**config.mk**
```make
export PLATFORM = sky130hd
export DESIGN_NAME = song_reader_flat
export DESIGN_NICKNAME = d
export VERILOG_FILES = /design/src/rtl/song_reader_if.sv /design/src/rtl/song_reader.sv /design/src/flat_wrapper.sv
export SDC_FILE = /design/constraint.sdc
export NUM_CORES = 1
export LEC_CHECK = 0
export BUFFER_PORTS_ARGS = -buffer_cell sky130_fd_sc_hd__buf_4
export CAP_MARGIN = 20
export CELL_PAD_IN_SITES_DETAIL_PLACEMENT = 0
export CELL_PAD_IN_SITES_GLOBAL_PLACEMENT = 1
export CORE_MARGIN = 3
export CORE_UTILIZATION = 37
export DETAILED_ROUTE_END_ITERATION = 16
export MAX_ROUTING_LAYER = met4
export PLACE_DENSITY_LB_ADDON = 0.1
export SKIP_LAST_GASP = 1
export SYNTH_ARGS = -nofsm -noshare
export SYNTH_HDL_FRONTEND = slang
export SYNTH_SLANG_ARGS = --single-unit
```
**constraint.sdc**
```tcl
create_clock -name clk -period 2.4 [get_ports clk]
set_clock_uncertainty 0.2 [all_clocks]
set_input_delay 0.24 -clock clk [delete_from_list [all_inputs] [get_ports clk]]
set_output_delay 0.24 -clock clk [all_outputs]
set_load 0.03 [all_outputs]
```
**src/rtl/song_reader_if.sv**
```systemverilog
// Song reader bus: play/song controls, note_player handshake and song ROM port.
interface song_reader_if #(
  parameter int unsigned NOTE_W    = 6,
  parameter int unsigned DUR_W     = 6,
  parameter int unsigned SONG_BITS = 2,
  parameter int unsigned IDX_BITS  = 5
);
  logic                          play;
  logic [SONG_BITS-1:0]          song;
  logic                          note_done;
  logic [SONG_BITS+IDX_BITS-1:0] rom_addr;
  logic [NOTE_W+DUR_W-1:0]       rom_data;
  logic [NOTE_W-1:0]             note;
  logic [DUR_W-1:0]              duration;
  logic                          new_note;
  logic                          song_done;

  modport master (
    input  play, song, note_done, rom_data,
    output rom_addr, note, duration, new_note, song_done
  );

  modport slave (
    output play, song, note_done, rom_data,
    input  rom_addr, note, duration, new_note, song_done
  );
endinterface

```
**src/rtl/song_reader.sv**
```systemverilog
// Walks a song ROM and hands each {note, duration} to note_player, one note per done_with_note.
module song_reader #(
  parameter int unsigned NOTE_W    = 6,
  parameter int unsigned DUR_W     = 6,
  parameter int unsigned SONG_BITS = 2,
  parameter int unsigned IDX_BITS  = 5
) (
  input  logic          clk,
  input  logic          reset,
  song_reader_if.master bus
);

  localparam logic [2:0] IDLE  = 3'd0;
  localparam logic [2:0] FETCH = 3'd1;
  localparam logic [2:0] LATCH = 3'd2;
  localparam logic [2:0] ISSUE = 3'd3;
  localparam logic [2:0] WAIT  = 3'd4;
  localparam logic [2:0] END   = 3'd5;

  localparam logic [IDX_BITS-1:0] IDX_LAST = '1;

  logic [2:0]           state_q, state_d;
  logic [IDX_BITS-1:0]  index_q, index_d;
  logic [SONG_BITS-1:0] song_q;
  logic [NOTE_W-1:0]    note_q, note_d;
  logic [DUR_W-1:0]     dur_q, dur_d;
  logic                 song_done_q, song_done_d;
  logic                 new_note_c;

  logic [NOTE_W-1:0]    rom_note;
  logic [DUR_W-1:0]     rom_dur;

  assign {rom_note, rom_dur} = bus.rom_data;

  // ROM address follows the live song input so it is valid while reset is held
  assign bus.rom_addr  = {bus.song, index_q};
  assign bus.note      = note_q;
  assign bus.duration  = dur_q;
  assign bus.new_note  = new_note_c;
  assign bus.song_done = song_done_q;

  // Next-state and strobe logic
  always_comb begin
    state_d     = state_q;
    index_d     = index_q;
    note_d      = note_q;
    dur_d       = dur_q;
    song_done_d = 1'b0;
    new_note_c  = 1'b0;

    case (state_q)
      IDLE: begin
        if (bus.play) state_d = FETCH;
      end
      FETCH: begin
        state_d = LATCH;
      end
      LATCH: begin
        note_d = rom_note;
        dur_d  = rom_dur;
        if (rom_dur == '0) begin
          song_done_d = 1'b1;
          state_d     = END;
        end else begin
          state_d = ISSUE;
        end
      end
      ISSUE: begin
        if (bus.play) begin
          new_note_c = 1'b1;
          state_d    = WAIT;
        end
      end
      WAIT: begin
        if (bus.note_done) begin
          if (index_q == IDX_LAST) begin
            song_done_d = 1'b1;
            state_d     = END;
          end else begin
            index_d = index_q + IDX_BITS'(1);
            state_d = bus.play ? FETCH : IDLE;
          end
        end
      end
      END: begin
        if (!bus.play) begin
          index_d = '0;
          state_d = IDLE;
        end
      end
      default: begin
        state_d = IDLE;
      end
    endcase

    // A new song selection restarts from the top and suppresses any strobe or end pulse
    if (bus.song != song_q) begin
      state_d     = IDLE;
      index_d     = '0;
      song_done_d = 1'b0;
      new_note_c  = 1'b0;
    end
  end

  always_ff @(posedge clk or negedge reset) begin
    if (!reset) begin
      state_q     <= IDLE;
      index_q     <= '0;
      song_q      <= '0;
      note_q      <= '0;
      dur_q       <= '0;
      song_done_q <= 1'b0;
    end else begin
      state_q     <= state_d;
      index_q     <= index_d;
      song_q      <= bus.song;
      note_q      <= note_d;
      dur_q       <= dur_d;
      song_done_q <= song_done_d;
    end
  end

endmodule

```
**src/flat_wrapper.sv**
```systemverilog
// flat-port wrapper written by rule: the top's interface ports become plain ports
module song_reader_flat 
#(
  parameter int unsigned NOTE_W    = 6,
  parameter int unsigned DUR_W     = 6,
  parameter int unsigned SONG_BITS = 2,
  parameter int unsigned IDX_BITS  = 5
)
  (clk, reset, bus_play, bus_song, bus_note_done, bus_rom_data, bus_rom_addr, bus_note, bus_duration, bus_new_note, bus_song_done);
  song_reader_if #(.NOTE_W(NOTE_W), .DUR_W(DUR_W), .SONG_BITS(SONG_BITS), .IDX_BITS(IDX_BITS)) bus_i ();
  input  logic clk;
  input  logic reset;
  input wire logic [$bits(bus_i.play)-1:0] bus_play;
  input wire logic [$bits(bus_i.song)-1:0] bus_song;
  input wire logic [$bits(bus_i.note_done)-1:0] bus_note_done;
  input wire logic [$bits(bus_i.rom_data)-1:0] bus_rom_data;
  output wire logic [$bits(bus_i.rom_addr)-1:0] bus_rom_addr;
  output wire logic [$bits(bus_i.note)-1:0] bus_note;
  output wire logic [$bits(bus_i.duration)-1:0] bus_duration;
  output wire logic [$bits(bus_i.new_note)-1:0] bus_new_note;
  output wire logic [$bits(bus_i.song_done)-1:0] bus_song_done;
  assign bus_i.play = bus_play;
  assign bus_i.song = bus_song;
  assign bus_i.note_done = bus_note_done;
  assign bus_i.rom_data = bus_rom_data;
  assign bus_rom_addr = bus_i.rom_addr;
  assign bus_note = bus_i.note;
  assign bus_duration = bus_i.duration;
  assign bus_new_note = bus_i.new_note;
  assign bus_song_done = bus_i.song_done;
  song_reader #(.NOTE_W(NOTE_W), .DUR_W(DUR_W), .SONG_BITS(SONG_BITS), .IDX_BITS(IDX_BITS)) u_core (.clk(clk), .reset(reset), .bus(bus_i));
endmodule
```
==> impl_metrics.ini <==
[run_status]
run_status = finished, final reports clean

[final_layout]
layout.core_utilization = 0.577
layout_common_cells = buf_4 (43), dfrtp_1 (23), dlygate4sd3_1 (15), mux2_2 (13), nand2_1 (5)
nets = 170
post_route_cells_drive_above_1_share = 0.450
synthToLayoutAreaGrowth_pct = 45.0
mostFrequentLayoutCell = buf_4
diodes = 0

[logic_synthesis]
synth_fa_ha_area_frac = 0.0222
simple_gate_share_of_the_synthesized_area = 0.152
postSynth.topFlopCell = dfrtp_1
main_combinational_cell_family_by_area_after_synthesis = simple AND/OR/NAND/NOR gates
yosys-mux-area-fraction = 0.139
synth_sequential_area_ratio = 0.511
synth_top_area_cell = dfrtp_1
postSynthCellCount = 92
ys_ff_latch = 23
yosys_warnings = 0
netlist.area_leader.share = 0.511
fraction_of_registers_with_async_set_reset = 1.00
synthXorXnorAreaFrac = 0.0156
synth-edff-count = 0
post_synth_instance_area_um2 = 1130
ys_top_cells_by_area = dfrtp_1 (51%), mux2_2 (13%), buf_4 (2.7%)
syn-mean-instance-area_um2 = 12.2
number_of_unique_standard_cell_types_used_by_synthesis = 34
synth-compound-area-share = 0.126
post_syn_nets = 112

[die]
floorplan.die.width_um = 61.2
placementRows = 19
placeable_core_region_um2 = 2830
design.die.area_um2 = 3740
floorplan.die.height_um = 61.2
initial_core_utilization = 0.398
boundaryPins = 39

[global_routing]
grt.overflow.total = 0
grt_pass1_wl_um = 3950
first_global_vias = 866
antenna_violations_before_repair = 0
global_route.peak_usage_layer = met2
pin_count_of_the_biggest_net_entering_global_routing = 24
globalRouteMet1Util = 0.181
grtUsageMet2 = 0.239
grt_usage = 0.146
global_route.usage.met3 = 0.0273

[hold_path]
timing.hold.worst.start = bus_note_done
holdPathStages = 3
worstHoldPathType = input port to flip-flop

[worst_setup_path]
worst-endpoint-required_ns = 2.46
critical_path_peak_fanout = 5
launch_point_of_the_worst_reg_to_reg_path = u_core.index_q[0]
reg2regPathDepth = 7
timing_worst_setup_path_type = flip-flop to flip-flop
endpoint_kind = flip-flop
cp-startpoint = u_core.index_q[0]
crit_arrival_ns = 2.33
timing.critical_path.from_type = flip-flop

[timing]
setup_violations = 0
min_period_ns = 2.27
layout_worst_path_cycle_share = 0.945
timing.slew.headroom = 0.775
worst_max_slew_pin_slew_ns = 0.337
grt_setup_unrepaired = false
fmaxAchievable_ghz = 0.441
finalHoldViolations = 0
setup-tns-final_ns = 0
report.final.slew_viol_count = 0

[power]
vdd.ir_drop.worst_v = 0.000522
cellPowerDensity_nw_per_um2 = 796
fin_total_pwr_uw = 1300
static-leakage-power_uw = 0.000779

[placed_design]
dpl.hpwl_um = 1740
port_buffers = 38
place.gp.congestion = 0.787

[clock_network]
cts_root_buf = clkbuf_4
cts_bufs_inserted = 3
clock_tree_from_tritoncts = built
max-clock-path-buffers = 2
htree_levels = 1
worstSkewPairLatency_ns = 0.30
cts.clk_slew.worst_paths_ns = 0.13
tritoncts_num_sinks = 23

[drt]
detailed_route_wl_um = 2450
detail_route.iter0.violations = 13
total_via_count_after_detailed_routing = 911
detail_route.first_pass.iterations = 4
wire_per_inst_um = 13.6
final_antenna_net_count = 0
drt-vias-per-instance = 5.06
post-route-drc-count = 0

[run]
cap_viol_max_count = 0
==> metal layers <==
layer	share of wire	up-vias
li1	-	449
met1	0.45	439
met2	0.51	21
met3	0.037	2
met4	0.0069	0
met5	0	-
==> final cells by class <==
class,count,area (um^2)
fill,246,1200
sequential,23,576
multi-input combinational,63,514
timing repair buffer,58,473
tap,31,38.8
clock buffer,3,22.5
clock inverter,1,5.00
inverter,1,3.75
==> final timing paths <==
kind	endpoint	slack [ns]
max	u_core.index_q[3]	0.13
min	u_core.bus.song_done	0.1
max reg2reg	u_core.index_q[3]	0.13
min reg2reg	u_core.bus.note[1]	0.33
max in group asynchronous	u_core.bus.note[2]	1.63
min in group asynchronous	u_core.state_q[0]	0.15
==> report_power, final <==
group | internal [uW] | switching, uW
sequential | 492 | 53.7
combinational | 256 | 321
clock | 62.1 | 115
==> worst max-delay path, cell delays in order (launching register included) <==
cell	delay, ns
dfrtp_1	0.43
ha_2	0.21
and3_1	0.17
ha_1	0.22
or3b_1	0.38
and4b_2	0.35
o21ai_0	0.09
a21bo_2	0.18
==> state kept, by name, indices dropped and copies added, names as in the netlist <==
signal	count
u_core.bus.duration	6
u_core.bus.note	6
u_core.bus.song_done	1
u_core.index_q	5
u_core.song_q	2
u_core.state_q	3
==> through the flow <==
step           hold WS (ns)  setup WS, ns  cell area (um^2)  cells
5_1_grt              0.0930        0.0366              1630    180
4_1_cts              0.0884        0.0755              1610    177
2_1_floorplan        -0.256        0.0944              1130     92
6_report             0.0974         0.131              1630    180
3_3_place_gp        -0.0454         0.171              1430    158
3_5_place_dp        -0.0463         0.118              1430    158
==> synthesized netlist by cell type, drive strengths merged, types with 3 or more instances <==
cell type and n:
nor2 4, mux2 13, nand2b 3, buf 5
nor2b 4, nor3 4, dfrtp 23, nand2 5
a22o 3
==> repair_timing <==
| item | in CTS | in global routing |
|---|---|---|
| resized for setup | 0 | 1 |
| setup endpoints to repair | 0 | 2 |
| setup buffers | 0 | 3 |
| hold buffers | 15 | 0 |
| endpoints found under the hold margin | 37 | 0 |
==> cells by family (layout without fill, tap and decap cells) <==
group,after synthesis,count (layout)
and+or+nand+nor,28,28
DFF,23,23
AOI/OAI and AO/OA,17,17
muxes,14,14
buffers and inverters,6,63
adders and majority gates,2,2
xor gates and xnor gates,2,2
Power figures use the tool's default switching activity.
